File: config.mk
export PLATFORM = sky130hd
export DESIGN_NAME = fan_ctrl_multi
export DESIGN_NICKNAME = d
export VERILOG_FILES = /design/src/rtl/fan_ctrl_multi.sv
export SDC_FILE = /design/constraint.sdc
export NUM_CORES = 1
export LEC_CHECK = 0
export ABC_AREA = 1
export BUFFER_PORTS_ARGS = -buffer_cell sky130_fd_sc_hd__buf_2
export CORE_MARGIN = 3
export CORE_UTILIZATION = 65
export CTS_BUF_LIST = sky130_fd_sc_hd__clkbuf_16
export DETAILED_ROUTE_END_ITERATION = 6
export HOLD_SLACK_MARGIN = 0.06
export PLACE_DENSITY = 0.9
export REMOVE_ABC_BUFFERS = 1
export SLEW_MARGIN = 30
export SYNTH_ARGS = -nofsm -noshare
export SYNTH_HDL_FRONTEND = slang
export SYNTH_SLANG_ARGS = --single-unit
File: constraint.sdc
create_clock -name clk_i -period 7.5 [get_ports clk_i]
set_clock_uncertainty 0.05 [all_clocks]
set_input_delay 2.25 -clock clk_i [delete_from_list [all_inputs] [get_ports clk_i]]
set_output_delay 2.25 -clock clk_i [all_outputs]
set_load 0.03 [all_outputs]
File: src/rtl/fan_ctrl_multi.sv
// fan_ctrl_multi: NUM_CH PWM fan channels sharing one period counter.
// Each channel converts a signed demand to a target duty, kick-starts from
// OFF at full duty, slews toward the target, clamps to a minimum duty while
// running, and latches a sticky fault when the tach stops pulsing.
//
// Ports:
//   clk_i                 system clock
//   rst_i                 synchronous active-high reset
//   clk_en_PWM_i          PWM counter tick enable
//   periodCounterValue_i  PWM period in ticks (W+1 bits), 0 disables PWM
//   minCounterValue_i     minimum duty while running
//   slewStep_i            max duty change per period, 0 = unlimited
//   demand_valid_i        per-channel demand strobe
//   demand_i              signed demands, channel k at [k*(W+1) +: W+1]
//   tach_i                tach pulses, synchronous to clk_i
//   fault_clr_i           per-channel fault clear
//   PWM_pin_o             PWM outputs
//   duty_o                applied duty, channel k at [k*W +: W]
//   fault_o               sticky stall fault
//   periodStart_o         one-cycle pulse when cnt==0 first becomes visible
module fan_ctrl_multi #(
  parameter int unsigned NUM_CH        = 2,
  parameter int unsigned CNT_BITWIDTH  = 8,
  parameter int unsigned KICK_PERIODS  = 2,
  parameter int unsigned STALL_PERIODS = 8
) (
  input  logic                             clk_i,
  input  logic                             rst_i,
  input  logic                             clk_en_PWM_i,
  input  logic [CNT_BITWIDTH:0]            periodCounterValue_i,
  input  logic [CNT_BITWIDTH-1:0]          minCounterValue_i,
  input  logic [CNT_BITWIDTH-1:0]          slewStep_i,
  input  logic [NUM_CH-1:0]                demand_valid_i,
  input  logic [NUM_CH*(CNT_BITWIDTH+1)-1:0] demand_i,
  input  logic [NUM_CH-1:0]                tach_i,
  input  logic [NUM_CH-1:0]                fault_clr_i,
  output logic [NUM_CH-1:0]                PWM_pin_o,
  output logic [NUM_CH*CNT_BITWIDTH-1:0]   duty_o,
  output logic [NUM_CH-1:0]                fault_o,
  output logic                             periodStart_o
);

  localparam int unsigned W  = CNT_BITWIDTH;
  localparam int unsigned KW = (KICK_PERIODS > 0) ? $clog2(KICK_PERIODS + 1) : 1;
  localparam int unsigned SW = (STALL_PERIODS > 1) ? $clog2(STALL_PERIODS + 1) : 1;

  localparam logic [W:0]    CNT_ONE   = {{W{1'b0}}, 1'b1};
  localparam logic [KW-1:0] KICK_INIT = KW'(KICK_PERIODS);
  localparam logic [KW-1:0] KICK_ONE  = KW'(1);
  localparam logic [SW-1:0] STALL_LIM = SW'(STALL_PERIODS);
  localparam logic [SW-1:0] STALL_ONE = SW'(1);

  typedef enum logic [1:0] {ST_OFF, ST_KICK, ST_RUN, ST_FAULT} state_t;

  logic [W:0]    cnt;
  logic          boundary;
  state_t        state     [NUM_CH];
  logic [W-1:0]  target    [NUM_CH];
  logic [W-1:0]  duty      [NUM_CH];
  logic [KW-1:0] kick_cnt  [NUM_CH];
  logic [SW-1:0] stall_cnt [NUM_CH];
  logic [SW-1:0] stall_inc [NUM_CH];
  logic [NUM_CH-1:0] seen;
  logic [NUM_CH-1:0] seen_now;
  logic [NUM_CH-1:0] tach_q;

  // Negative demand is a speed request; magnitude saturates at full duty.
  function automatic logic [W-1:0] conv(input logic [W:0] d);
    logic [W:0] mag;
    mag = '0 - d;
    if (!d[W])      return '0;
    else if (mag[W]) return '1;
    else            return mag[W-1:0];
  endfunction

  function automatic logic [W-1:0] run_rule(input logic [W-1:0] cur,
                                            input logic [W-1:0] tgt,
                                            input logic [W-1:0] step,
                                            input logic [W-1:0] mn);
    logic [W-1:0] nxt;
    if (step == '0)
      nxt = tgt;
    else if (tgt > cur)
      nxt = ((tgt - cur) <= step) ? tgt : cur + step;
    else
      nxt = ((cur - tgt) <= step) ? tgt : cur - step;
    return (nxt < mn) ? mn : nxt;
  endfunction

  // Wrapping on >= also recovers if the period is shortened below cnt.
  always_comb begin
    boundary = clk_en_PWM_i && (periodCounterValue_i != '0) &&
               (cnt >= periodCounterValue_i - CNT_ONE);
  end

  // Boundary-cycle tach edges count toward the period that just ended.
  always_comb begin
    for (int unsigned k = 0; k < NUM_CH; k++) begin
      seen_now[k]  = seen[k] | (tach_i[k] & ~tach_q[k]);
      stall_inc[k] = stall_cnt[k] + STALL_ONE;
    end
  end

  always_ff @(posedge clk_i) begin
    if (rst_i) begin
      cnt           <= '0;
      periodStart_o <= 1'b0;
      PWM_pin_o     <= '0;
      seen          <= '0;
      tach_q        <= '0;
      for (int unsigned k = 0; k < NUM_CH; k++) begin
        state[k]     <= ST_OFF;
        target[k]    <= '0;
        duty[k]      <= '0;
        kick_cnt[k]  <= '0;
        stall_cnt[k] <= '0;
      end
    end else begin
      periodStart_o <= boundary;
      if (periodCounterValue_i == '0)
        cnt <= '0;
      else if (clk_en_PWM_i)
        cnt <= boundary ? '0 : cnt + CNT_ONE;

      for (int unsigned k = 0; k < NUM_CH; k++) begin
        tach_q[k]    <= tach_i[k];
        seen[k]      <= boundary ? 1'b0 : seen_now[k];
        PWM_pin_o[k] <= (periodCounterValue_i != '0) && (cnt < {1'b0, duty[k]});
        if (demand_valid_i[k])
          target[k] <= conv(demand_i[k*(W+1) +: W+1]);

        case (state[k])
          ST_OFF: begin
            duty[k] <= '0;
            if (boundary && target[k] != '0) begin
              if (KICK_PERIODS > 0) begin
                state[k]    <= ST_KICK;
                duty[k]     <= '1;
                kick_cnt[k] <= KICK_INIT;
              end else begin
                state[k]     <= ST_RUN;
                duty[k]      <= run_rule('0, target[k], slewStep_i, minCounterValue_i);
                stall_cnt[k] <= '0;
              end
            end
          end
          ST_KICK: begin
            if (boundary) begin
              if (target[k] == '0) begin
                state[k] <= ST_OFF;
                duty[k]  <= '0;
              end else if (kick_cnt[k] == KICK_ONE) begin
                state[k]     <= ST_RUN;
                kick_cnt[k]  <= '0;
                duty[k]      <= run_rule(duty[k], target[k], slewStep_i, minCounterValue_i);
                stall_cnt[k] <= '0;
              end else begin
                kick_cnt[k] <= kick_cnt[k] - KICK_ONE;
              end
            end
          end
          ST_RUN: begin
            if (boundary) begin
              // A stall takes priority over a stop request in the same period.
              if (!seen_now[k] && stall_inc[k] == STALL_LIM) begin
                state[k] <= ST_FAULT;
                duty[k]  <= '0;
              end else begin
                stall_cnt[k] <= seen_now[k] ? '0 : stall_inc[k];
                if (target[k] == '0) begin
                  state[k] <= ST_OFF;
                  duty[k]  <= '0;
                end else begin
                  duty[k] <= run_rule(duty[k], target[k], slewStep_i, minCounterValue_i);
                end
              end
            end
          end
          ST_FAULT: begin
            duty[k] <= '0;
            if (fault_clr_i[k])
              state[k] <= ST_OFF;
          end
          default: begin
            state[k] <= ST_OFF;
            duty[k]  <= '0;
          end
        endcase
      end
    end
  end

  always_comb begin
    duty_o  = '0;
    fault_o = '0;
    for (int unsigned k = 0; k < NUM_CH; k++) begin
      duty_o[k*W +: W] = duty[k];
      fault_o[k]       = (state[k] == ST_FAULT);
    end
  end

endmodule

# == Yosys cells after proc, flatten, opt, wreduce, memory -nomap -nowiden ==
# Memories as Yosys holds them, arrays and structs flattened.
# Cells that the tools add are included.
# word_totals
reg_bits,16
mem_bits_rw,48
input_bits,52
output_inout_bits,21
n_memories,5
# op_classes
addsub,16
magnitude_cmp,13
n_eq_ne,10
mux,195
bitwise_logic,46
reduce_logical,21
# mem_list
memory,words,word_bits,rd,rd_clocked_by_memory_dff,wr,line_no,text
duty,2,8,2,0,2,59,logic [W-1:0] duty [NUM_CH];
target,2,8,2,0,2,58,logic [W-1:0] target [NUM_CH];
stall_cnt,2,4,2,0,2,61,logic [SW-1:0] stall_cnt [NUM_CH];
kick_cnt,2,2,2,0,2,60,logic [KW-1:0] kick_cnt [NUM_CH];
state,2,2,2,0,2,57,state_t state [NUM_CH];
# ops
operator,n
$mux W8,58
$mux W1,112
$sub A8 B8 Y8,6
$or A1 B1 Y1,42
$mux W2,18
$le A8 B8 Y1,4
$lt A8 B8 Y1,4
$logic_not A8 Y1,3
$mux W4,6
$lt A9 B8 Y1,2
$sub A1 B9 Y9 const A,2
$add A8 B8 Y8,2
$gt A8 B8 Y1,2
$reduce_bool A8 Y1,2
$add A9 B1 Y9 const B,1
$ge A9 B9 Y1,1
$logic_not A9 Y1,1
$mux W9,1
$reduce_bool A9 Y1,1
$sub A9 B1 Y9 const B,1
$add A4 B1 Y4 const B,2
$eq A2 B1 Y1 const B,4
$eq A2 B2 Y1 const B,4
$eq A4 B4 Y1 const B,2
other kinds (7),20

# == Logic depth before layout (Yosys ltp) ==
# Gate-level depths: netlist of run 1.
# logic_depth
depth_word,17
depth_mapped,33

# == Least setup slack after synthesis of run 1 ==
# Ideal clock, no wire load.
# synth_path
kind,input -> register
startpoint,input slewStep_i[2]
endpoint,memory duty[1][0] (netlist bit) (data pin)
setup_time_ns,0.249
t_arrival_ns,4.932
t_required_ns,7.201
slack_ns,2.269
path_stages,21
path_buffers,0
path_cell_list,inv_1 ha_1 inv_1 o21bai_1 a21oi_1 o21ai_0 xor2_1 nand2_1 nand2_1 nand2_1 o21ai_0 inv_1 ha_1 a21oi_1 nor2_1 a211oi_2 nand2_4 nand2_1 nand3_1 nand2_1 inv_1
# synth_rtl
item,line_no,text
"start, declared",32,"input logic [CNT_BITWIDTH-1:0] slewStep_i,"
"end, declared",59,

==> results.sh, run 1 <==
export IMPL_final_util=0.747
export IMPL_power_density_mw_per_mm2=194
export IMPL_relSlewSlack=0.501
export IMPL_worst_slew_pin_slew_ns=0.748
export IMPL_slowest_stage="a211oi_2"
export IMPL_ant_nets=0
export IMPL_path_clk_slew_ns=0.06
export IMPL_yosys_top_cells_count="nand2_1 (187), inv_1 (174), ha_1 (136), a21oi_1 (95), nor2_1 (85)"
export IMPL_core_rowCount=39
export IMPL_hold_buffers=0
export IMPL_wl_um=21200
export IMPL_layout_drive_gt1_share=0.119
export IMPL_root_buffer="clkbuf_16"
export IMPL_clkLatencyLatePin_ns=0.34
export IMPL_start_util=0.683
export IMPL_synthTopCellsByArea="ha_1 (21%), edfxtp_1 (18%), nand2_1 (8.7%)"
export IMPL_status="finished clean"
export IMPL_netlist_area_mm2=0.00804
export IMPL_drt_initial_drc_count=716
export IMPL_layout_nets=1347
export IMPL_max_clock_path_buffers=2
export IMPL_hold_violations=0
export IMPL_r2r_slack_ns=2.25
export IMPL_core_mm2=0.0118
export IMPL_drc_errors=0
export IMPL_grt_start_max_net_pins=20
export IMPL_grt_overflow_total=0
export IMPL_tns_ns=0
export IMPL_syn_inst=1082
export IMPL_worstHoldPathType="reg -> reg"
export IMPL_die_y_um=117
export IMPL_grt_pass1_vias=7140
export IMPL_path_cells="buf_2 -> inv_1 -> ha_1 -> a21oi_1 -> o21bai_1 -> a21oi_1 -> o21ai_0 -> xor2_1 -> nand2_1 -> nand2_1 -> nand2_1 -> o21ai_0 -> inv_1 -> ha_1 -> a21oi_1 -> nor2_1 -> a211oi_2 -> nand2_4 -> nand2_1 -> nand3_1 -> nand2_1 -> inv_1"
export IMPL_gp_congestion=1.06
export IMPL_path_buf_inv=4
export IMPL_cp_max_fo=9
export IMPL_ys_ff_latch=64
export IMPL_synth_most_common_cell="nand2_1"
export IMPL_finalSetupViolations=0
export IMPL_h_tree_depth=3
export IMPL_end_kind="flip-flop"
export IMPL_period_share=0.767
export IMPL_antenna_found_initial=0
export IMPL_num_antenna_cells=0
export IMPL_vias_per_cell=5.80
export IMPL_yosysTopAreaCell="ha_1"
export IMPL_wl_per_cell_um=16.0
export IMPL_drv_slew=0
export IMPL_timing_fmax_ghz=0.174
export IMPL_ir_drop_mv=0.223
export IMPL_ctsResizeCount=0
export IMPL_async_flop_share=0
export IMPL_cts_made_buffers=9
export IMPL_cts_tree="yes"
export IMPL_synth_edf_count=48
export IMPL_numPortBuffers=72
export IMPL_critPathMostFrequentCell="nand2_1"
export IMPL_ios=73
export IMPL_ys_types=58
export IMPL_synth_top_area_share=0.212
export IMPL_dieWidth_um=117
export IMPL_grt_pass1_wl_um=33900
export IMPL_critPathLaunchType="primary input"
export IMPL_die_area_mm2=0.0137
export IMPL_finalCriticalPeriod_ns=5.76
export IMPL_grtUsageTotal=0.314
export IMPL_via_count=7661
export IMPL_worstPathRequired_ns=7.55
export IMPL_p_leak_uw=0.00460
export IMPL_syn_to_final_growth_pct=9.34
export IMPL_yosysSeqAreaShare=0.219
export IMPL_rsz0062_at_grt="no"
export IMPL_avgSynthCellArea_um2=7.43
export IMPL_layoutNonFillerInstCount=1320
export IMPL_place_inst=1304
export IMPL_cap_viol_max_count=0
export IMPL_first_pass_iters=6
export IMPL_crit_family="compound AO/OA/AOI/OAI gates"
export IMPL_synth_main_ff_cell="edfxtp_1"
export IMPL_dp_hpwl_um=17100
export IMPL_ys_warn_count=0
export IMPL_crit_type="in -> reg"
export IMPL_cts_setup_buffers=0
export IMPL_slowest_delay_ns=0.53
export IMPL_cp_arrival_ns=5.80
export IMPL_clkSinkCount=64
-- final timing paths --
check,from,to,cells after the start
max reg2reg,duty[1][2],duty[1][7],27
min,kick_cnt[1][0],kick_cnt[1][0],1
max,slewStep_i[1],duty[1][7],22
min reg2reg,kick_cnt[1][0],kick_cnt[1][0],1
-- power by group --
group	internal, µW	total [µW]	switching (µW)
sequential	402	432	30.1
clock	247	410	163
combinational	319	867	548
-- layout by cell type (no fill, tap or decap), types with 4 or more instances in the layout --
master | synthesis | final
a31oi_1 | 5 | 5
nand2_4 | 4 | 4
fa_1 | 8 | 8
nor3_1 | 16 | 16
nand2_1 | 187 | 187
nand3_2 | 4 | 4
nand4_1 | 19 | 19
inv_1 | 174 | 174
nor2_1 | 85 | 85
ha_1 | 136 | 136
o21ai_0 | 41 | 41
nand3_1 | 65 | 65
xor2_1 | 46 | 46
o21bai_1 | 5 | 5
o22ai_1 | 6 | 6
edfxtp_1 | 48 | 48
nor4_1 | 11 | 11
buf_2 | 1 | 72
clkbuf_16 | 0 | 10
nand2_2 | 14 | 14
a21oi_1 | 95 | 95
xnor2_1 | 18 | 18
dfxtp_1 | 16 | 16
o21a_1 | 7 | 7
inv_2 | 8 | 8
-- area by class of cell --
class / instances / area (µm²)
Inverter: 185 / 709
Sequential cell: 64 / 1760
Timing Repair Buffer: 72 / 360
Clock inverter: 6 / 45.0
Fill cell: 912 / 2970
Clock buffer: 10 / 250
Tap cell: 164 / 205
Multi-Input combinational cell: 819 / 5460
-- through the flow --
stage,total power [µW],cell area [µm²],hold slack (ns),setup slack [ns]
CTS,1690,8790,0.499,1.86
floorplan,1080,7930,0.409,2.27
global route,1840,8790,0.520,1.43
finish,1710,8790,0.511,1.74
global placement,1260,8490,0.487,1.57
detailed placement,1280,8490,0.488,1.51
-- per-layer routing --
| metal | track usage | share of wire | vias up | wire (µm) |
|---|---|---|---|---|
| li1 | - | - | 3761 | - |
| met4 | 0.0986 | 0.021 | 0 | 454 |
| met3 | 0.0504 | 0.089 | 38 | 1880 |
| met2 | 0.515 | 0.47 | 360 | 9960 |
| met1 | 0.427 | 0.42 | 3502 | 8870 |
| met5 | 0 | 0 | - | 0 |
-- registers in the layout, indices dropped and copies added, names as in the netlist --
signal / count
tach_q: 2
cnt: 9
PWM_pin_o: 2
duty: 16
target: 16
seen: 2
kick_cnt: 4
stall_cnt: 8
state: 4
periodStart_o: 1
-- logic make-up (layout without fill, tap and decap cells) --
group | Yosys count | after routing | share of synthesized area
adder cells (fa/ha/maj) | 144 | 144 | 0.232
buffers and inverters | 199 | 273 | 0.102
XOR/XNOR | 64 | 64 | 0.0697
AO/OA/AOI/OAI | 191 | 191 | 0.140
AND/OR/NAND/NOR | 420 | 420 | 0.237
flip-flops | 64 | 64 | 0.219
-- worst reg2reg max path: stages, from the launching register on --
cell and delay (ns):
edfxtp_1 0.57, inv_1 0.12, ha_1 0.46, nand2_1 0.14, o21ai_0 0.39, a21oi_1 0.16, xnor2_1 0.16, ha_1 0.30
nand2_1 0.07, nor2_1 0.13, nand2_1 0.07, nand2_1 0.05, nand2_1 0.09, nor2_1 0.27, inv_1 0.15, o21ai_0 0.20
nand2_1 0.06, o21ai_1 0.08, inv_1 0.08, ha_1 0.30, nand2_1 0.10, nor2_1 0.06, a211oi_2 0.53, nand2_4 0.15
nand2_1 0.09, nand3_1 0.06, nand2_1 0.07, inv_1 0.04
Note: power is estimated with default switching activity, not from simulation.
==> run 2: changes to the inputs <==
--- a/config.mk
+++ b/config.mk
@@ -5,14 +5,14 @@
 export SDC_FILE = /design/constraint.sdc
 export NUM_CORES = 1
 export LEC_CHECK = 0
-export ABC_AREA = 1
+export ABC_AREA = 0
 export BUFFER_PORTS_ARGS = -buffer_cell sky130_fd_sc_hd__buf_2
 export CORE_MARGIN = 3
-export CORE_UTILIZATION = 65
+export CORE_UTILIZATION = 56
 export CTS_BUF_LIST = sky130_fd_sc_hd__clkbuf_16
 export DETAILED_ROUTE_END_ITERATION = 6
 export HOLD_SLACK_MARGIN = 0.06
-export PLACE_DENSITY = 0.9
+export PLACE_DENSITY = 0.83
 export REMOVE_ABC_BUFFERS = 1
 export SLEW_MARGIN = 30
 export SYNTH_ARGS = -nofsm -noshare
==> constraint.sdc (replaced) <==
create_clock -name clk_i -period 5 [get_ports clk_i]
set_clock_uncertainty 0.05 [all_clocks]
set_input_delay 1.5 -clock clk_i [delete_from_list [all_inputs] [get_ports clk_i]]
set_output_delay 1.5 -clock clk_i [all_outputs]
set_load 0.03 [all_outputs]
==> run 2 against run 1 <==
Compared with the run above: the flow now finishes with violations (design-rule violations, negative setup slack); sequential power grew 48%; global-route usage grew 5.5 points; core utilization grew 4.3 points; via count grew 20%; clock power grew 81%; setup slack lost 2.4 ns; die area grew 11%; combinational power grew 150%; power grew 110%; clock-buffer cell count shrank 1; synthesized area shrank 4.0%; cell area grew 20%; critical path type is now reg -> reg.
==> results.sh, run 2 <==
export IMPL_status="finished, violations left"
export IMPL_violations="design-rule violations, negative setup slack"
export IMPL_start_util=0.578
export IMPL_grt_overflow_total=0
export IMPL_power_density_mw_per_mm2=336
export IMPL_dp_hpwl_um=19400
export IMPL_crit_type="reg -> reg"
export IMPL_h_tree_depth=3
export IMPL_end_kind="flip-flop"
export IMPL_synth_edf_count=48
export IMPL_worstPathRequired_ns=5.12
export IMPL_cts_tree="yes"
export IMPL_avgSynthCellArea_um2=8.48
export IMPL_gp_congestion=1.04
export IMPL_cts_made_buffers=9
export IMPL_grt_pass1_wl_um=43400
export IMPL_cp_max_fo=8
export IMPL_core_mm2=0.0133
export IMPL_cp_arrival_ns=5.73
export IMPL_clkLatencyLatePin_ns=0.35
export IMPL_worstHoldPathType="reg -> reg"
export IMPL_cap_viol_max_count=0
export IMPL_fin_hold_ws_ns=0.513
export IMPL_root_buffer="clkbuf_16"
export IMPL_clkSinkCount=64
export IMPL_synth_main_ff_cell="edfxtp_1"
export IMPL_async_flop_share=0
export IMPL_route_met3_wl_um=4230
export IMPL_vias_per_cell=6.82
export IMPL_max_clock_path_buffers=2
export IMPL_dieWidth_um=123
export IMPL_yosysSeqAreaShare=0.228
export IMPL_timing_fmax_ghz=0.178
export IMPL_finalSetupViolations=16
export IMPL_dr_wl_met2_um=14200
export IMPL_synth_top_area_share=0.220
export IMPL_ys_warn_count=0
export IMPL_yosys_top_cells_count="ha_1 (136), nor2_1 (98), inv_1 (90), a21oi_1 (86), edfxtp_1 (48)"
export IMPL_yosysTopAreaCell="ha_1"
export IMPL_syn_inst=910
export IMPL_die_y_um=123
export IMPL_worst_slew_pin_slew_ns=0.948
export IMPL_top_regs="duty x16, target x16, cnt x9"
export IMPL_synth_most_common_cell="ha_1"
export IMPL_antenna_found_initial=1
export IMPL_p_leak_uw=0.00508
export IMPL_drv_slew=0
export IMPL_layout_nets=1359
export IMPL_layoutNonFillerInstCount=1345
export IMPL_numPortBuffers=72
export IMPL_ys_ff_latch=64
export IMPL_first_pass_iters=7
export IMPL_path_clk_slew_ns=0.06
export IMPL_place_inst=1305
export IMPL_ir_drop_mv=0.303
export IMPL_grt_pass1_vias=8668
export IMPL_drt_initial_drc_count=1368
export IMPL_top_layer_used="met4"
export IMPL_ys_types=66
export IMPL_die_area_mm2=0.0152
export IMPL_grtUsageTotal=0.369
export IMPL_critPathLaunchType="flip-flop"
export IMPL_rsz0062_at_grt="yes"
export IMPL_mostFrequentLayoutCells="buf_4 (181), ha_1 (127), nor2_1 (90)"
export IMPL_layout_drive_gt1_share=0.329
export IMPL_route_layer_met1_wl_um=10800
export IMPL_wl_per_cell_um=24.5
export IMPL_ios=73
export IMPL_hold_violations=0
export IMPL_drc_errors=31
export IMPL_synthTopCellsByArea="ha_1 (22%), edfxtp_1 (19%), a21oi_1 (5.6%)"
export IMPL_syn_to_final_growth_pct=36.7
export IMPL_via_count=9176
export IMPL_final_setup_worst_slack_ns=-0.608
export IMPL_period_share=1.12
export IMPL_netlist_area_mm2=0.00772
export IMPL_wl_um=32900
export IMPL_finalCriticalPeriod_ns=5.61
export IMPL_ant_nets=0
export IMPL_core_rowCount=42
export IMPL_grt_start_max_net_pins=20
export IMPL_relSlewSlack=0.361
export IMPL_final_common_cell="buf_4"
[run 2: worst max-delay path, stage by stage (launching register included)]
cell	delay, ns
edfxtp_1	0.56
ha_4	0.26
fa_2	0.35
nand2b_4	0.17
a21oi_4	0.15
a21o_1	0.15
a21oi_2	0.06
xnor2_1	0.13
ha_1	0.32
nand4_1	0.13
o221a_2	0.25
or4_4	0.49
buf_6	0.16
a21oi_4	0.22
buf_4	0.22
nor2_1	0.07
a21oi_2	0.16
ha_1	0.22
nand4_1	0.21
o21ai_4	0.23
o21ai_4	0.09
buf_12	0.16
buf_4	0.14
a211o_1	0.23
a31oi_1	0.24
[run 2: power by group]
| part | switching, µW | internal (µW) | total, µW | leakage (µW) |
|---|---|---|---|---|
| logic | 1150 | 1010 | 2160 | 0.00426 |
| registers | 38.0 | 601 | 639 | 0.000649 |
| clock network | 258 | 484 | 741 | 0.000168 |
| total | 1450 | 2100 | 3540 | 0.00508 |
[run 2: what timing repair did]
item | in CTS | in global routing
hold buffers | 0 | 0
pin swaps | 26 | 29
resized for setup | 58 | 64
endpoints found under the setup margin | 16 | 16
setup buffers | 10 | 13
[run 2: metrics by stage]
step                setup TNS [ns]  utilization  area (µm²)  total power, µW  setup WS (ns)
floorplan                    -4.79            -        7630             1530         -0.346
global placement             -5.80        0.709        9470             2060         -0.447
detailed placement           -8.53        0.709        9470             2120         -0.679
CTS                          -1.75        0.759       10100             3080         -0.165
global route                -10.49        0.790       10500             3640         -0.735
finish                       -7.74        0.790       10600             3540         -0.608
[run 2: kinds of logic after synthesis]
family,Yosys count,share of synthesized area
xor gates and xnor gates,65,0.0738
DFF,64,0.228
and+or+nand+nor,281,0.183
muxes,18,0.0237
buffers and inverters,110,0.0551
AOI/OAI and AO/OA,228,0.195
adders and majority gates,144,0.241
[run 2: per-layer routing]
layer / global-route usage / up-vias
met4: 0.269 / 0
met2: 0.601 / 901
li1: - / 3788
met5: 0 / -
met1: 0.426 / 4104
met3: 0.0814 / 383
[run 2: area by class of cell]
cell class / count / area [µm²]
diodes: 1 / 2.50
clock buffers: 9 / 225
clock inverters: 7 / 111
fillers: 709 / 2800
inverters: 90 / 338
multi-input cells: 736 / 6060
flip-flops and latches: 64 / 1760
well taps: 176 / 220
repair buffers: 262 / 1830
[run 2: path summary, 6_finish.rpt]
path / depth (start not counted) / slack, ns / end / startpoint
setup / recovery: 24 / -0.61 / duty[1][0] / duty[1][0]
hold / removal: 1 / 0.51 / PWM_pin_o[1] / cnt[8]
setup reg to reg: 24 / -0.61 / duty[1][0] / duty[1][0]
hold reg to reg: 1 / 0.51 / PWM_pin_o[1] / cnt[8]
==> run 3: changes to the inputs <==
--- a/config.mk
+++ b/config.mk
@@ -18,3 +18,4 @@
 export SYNTH_ARGS = -nofsm -noshare
 export SYNTH_HDL_FRONTEND = slang
 export SYNTH_SLANG_ARGS = --single-unit
+export TNS_END_PERCENT = 30
==> run 3 against run 2 <==
Compared with the run above: the run still ends with design-rule violations, negative setup slack left; sequential share of layout area is 0.10 points higher; power down 1.0%; cell area is 0.59% lower; largest power group unchanged; die area unchanged; setup slack improved by 0.035 ns; global-route usage unchanged; sequential cell count is the same; clock-buffer cell count unchanged; critical endpoint is now duty[1][2].
==> results.sh, run 3 (synthesis results as in run 2) <==
export IMPL_first_pass_iters=7
export IMPL_multi_input_area_mm2=0.00601
export IMPL_ios=73
export IMPL_status="finished, violations left"
export IMPL_finalCriticalPeriod_ns=5.57
export IMPL_wl_per_cell_um=24.0
export IMPL_slowest_delay_ns=0.51
export IMPL_grt_overflow_total=0
export IMPL_h_tree_depth=3
export IMPL_dp_hpwl_um=19400
export IMPL_wl_um=32200
export IMPL_rsz0062_at_grt="yes"
export IMPL_crit_type="reg -> reg"
export IMPL_vias_per_cell=6.80
export IMPL_grtUsageTotal=0.369
export IMPL_end_kind="flip-flop"
export IMPL_drt_initial_drc_count=1425
export IMPL_core_mm2=0.0133
export IMPL_register_area_mm2=0.00176
export IMPL_top_regs="duty x16, target x16, cnt x9"
export IMPL_hold_buffers=0
export IMPL_dieWidth_um=123
export IMPL_worst_slew_pin_slew_ns=0.989
export IMPL_num_antenna_cells=0
export IMPL_gp_congestion=1.04
export IMPL_place_inst=1305
export IMPL_ir_drop_mv=0.304
export IMPL_path_cells="buf_6 -> fa_2 -> nand2b_4 -> a21oi_4 -> a21o_1 -> a21oi_2 -> xnor2_1 -> ha_1 -> nand4_1 -> o221a_2 -> or4_4 -> nand2b_4 -> o221ai_2 -> a21oi_2 -> ha_1 -> a21o_1 -> a21o_1 -> a21oi_2 -> nand2_2 -> o21ai_4 -> buf_12 -> mux2i_4 -> o21ai_1"
export IMPL_mostFrequentLayoutCells="buf_4 (183), ha_1 (129), nor2_1 (92)"
export IMPL_layout_nets=1359
export IMPL_via_count=9135
export IMPL_clkSinkCount=64
export IMPL_die_y_um=123
export IMPL_start_util=0.578
export IMPL_timing_fmax_ghz=0.179
export IMPL_grt_pass1_vias=8668
export IMPL_period_share=1.11
export IMPL_slowest_stage="edfxtp_1"
export IMPL_worstPathRequired_ns=5.04
export IMPL_drv_slew=0
export IMPL_numPortBuffers=72
export IMPL_hold_violations=0
export IMPL_core_rowCount=42
export IMPL_clkLatencyLatePin_ns=0.35
export IMPL_path_clk_slew_ns=0.06
export IMPL_syn_to_final_growth_pct=35.9
export IMPL_finalSetupViolations=16
export IMPL_layoutNonFillerInstCount=1344
export IMPL_grt_pass1_wl_um=43400
export IMPL_fin_hold_ws_ns=0.494
export IMPL_relSlewSlack=0.334
export IMPL_die_area_mm2=0.0152
export IMPL_violations="design-rule violations, negative setup slack"
export IMPL_max_clock_path_buffers=2
export IMPL_final_setup_worst_slack_ns=-0.573
export IMPL_grt_start_max_net_pins=20
export IMPL_cp_arrival_ns=5.62
export IMPL_final_common_cell="buf_4"
export IMPL_worstHoldPathType="reg -> reg"
export IMPL_root_buffer="clkbuf_16"
export IMPL_fill_cells=749
export IMPL_cap_viol_max_count=0
export IMPL_antenna_found_initial=0
export IMPL_p_leak_uw=0.00507
export IMPL_cts_tree="yes"
export IMPL_cp_max_fo=8
export IMPL_critPathLaunchType="flip-flop"
export IMPL_drc_errors=2
export IMPL_layout_drive_gt1_share=0.321
export IMPL_power_density_mw_per_mm2=334
export IMPL_ant_nets=0
export IMPL_cts_made_buffers=9
## run 3: cell types whose count changed in the layout (fill, tap and decap cells not counted), sizes merged
| cell | before | now |
|---|---|---|
| diode | 1 | 0 |
## run 3: worst paths after layout
check / endpoint / startpoint / depth (start not counted) / slack, ns
min: PWM_pin_o[1] / cnt[8] / 1 / 0.49
max reg2reg: duty[1][2] / duty[1][1] / 23 / -0.57
max: duty[1][2] / duty[1][1] / 23 / -0.57
min reg2reg: PWM_pin_o[1] / cnt[8] / 1 / 0.49
## run 3: metrics by stage
step | area, µm² | util | setup slack, ns | power [µW] | setup TNS [ns]
after floorplan | 7630 | - | -0.346 | 1530 | -4.79
after global placement | 9470 | 0.709 | -0.447 | 2060 | -5.80
after detailed placement | 9470 | 0.709 | -0.679 | 2120 | -8.53
after CTS | 10100 | 0.759 | -0.165 | 3080 | -1.75
after global routing | 10500 | 0.786 | -0.795 | 3600 | -10.76
final | 10500 | 0.786 | -0.573 | 3510 | -7.93
## run 3: metal layers
layer  global-route usage  wire length, µm
met1                0.426            10400
met2                0.601            14000
met3               0.0814             4260
met4                0.269             3530
met5                    0               37
## run 3: layout make-up
class	count	share of cell area
multi-input cells	736	0.573
inverters	90	0.0322
clock buffers	9	0.0215
clock inverters	7	0.0106
repair buffers	262	0.174
well taps	176	0.0210
flip-flops and latches	64	0.168
## run 3: report_power, final
group	leakage, µW	internal [µW]	switching [µW]
clock	0.000168	483	256
combinational	0.00426	990	1140
sequential	0.000649	601	37.6
## run 3: critical path, delay by kind of cell, from the launching register on
kind | cells | cell delay (ns)
compound gates | 11 | 1.81
simple gates | 5 | 1.10
fa+ha+maj | 3 | 1.01
flops | 1 | 0.51
buf+inv | 2 | 0.37
mux | 1 | 0.32
xor+xnor | 1 | 0.13
## run 3: repair_timing
item	4_1_cts	5_1_grt
resized for setup	58	50
buffers inserted	10	13
endpoints found under the setup margin	16	16
pin swaps	26	29
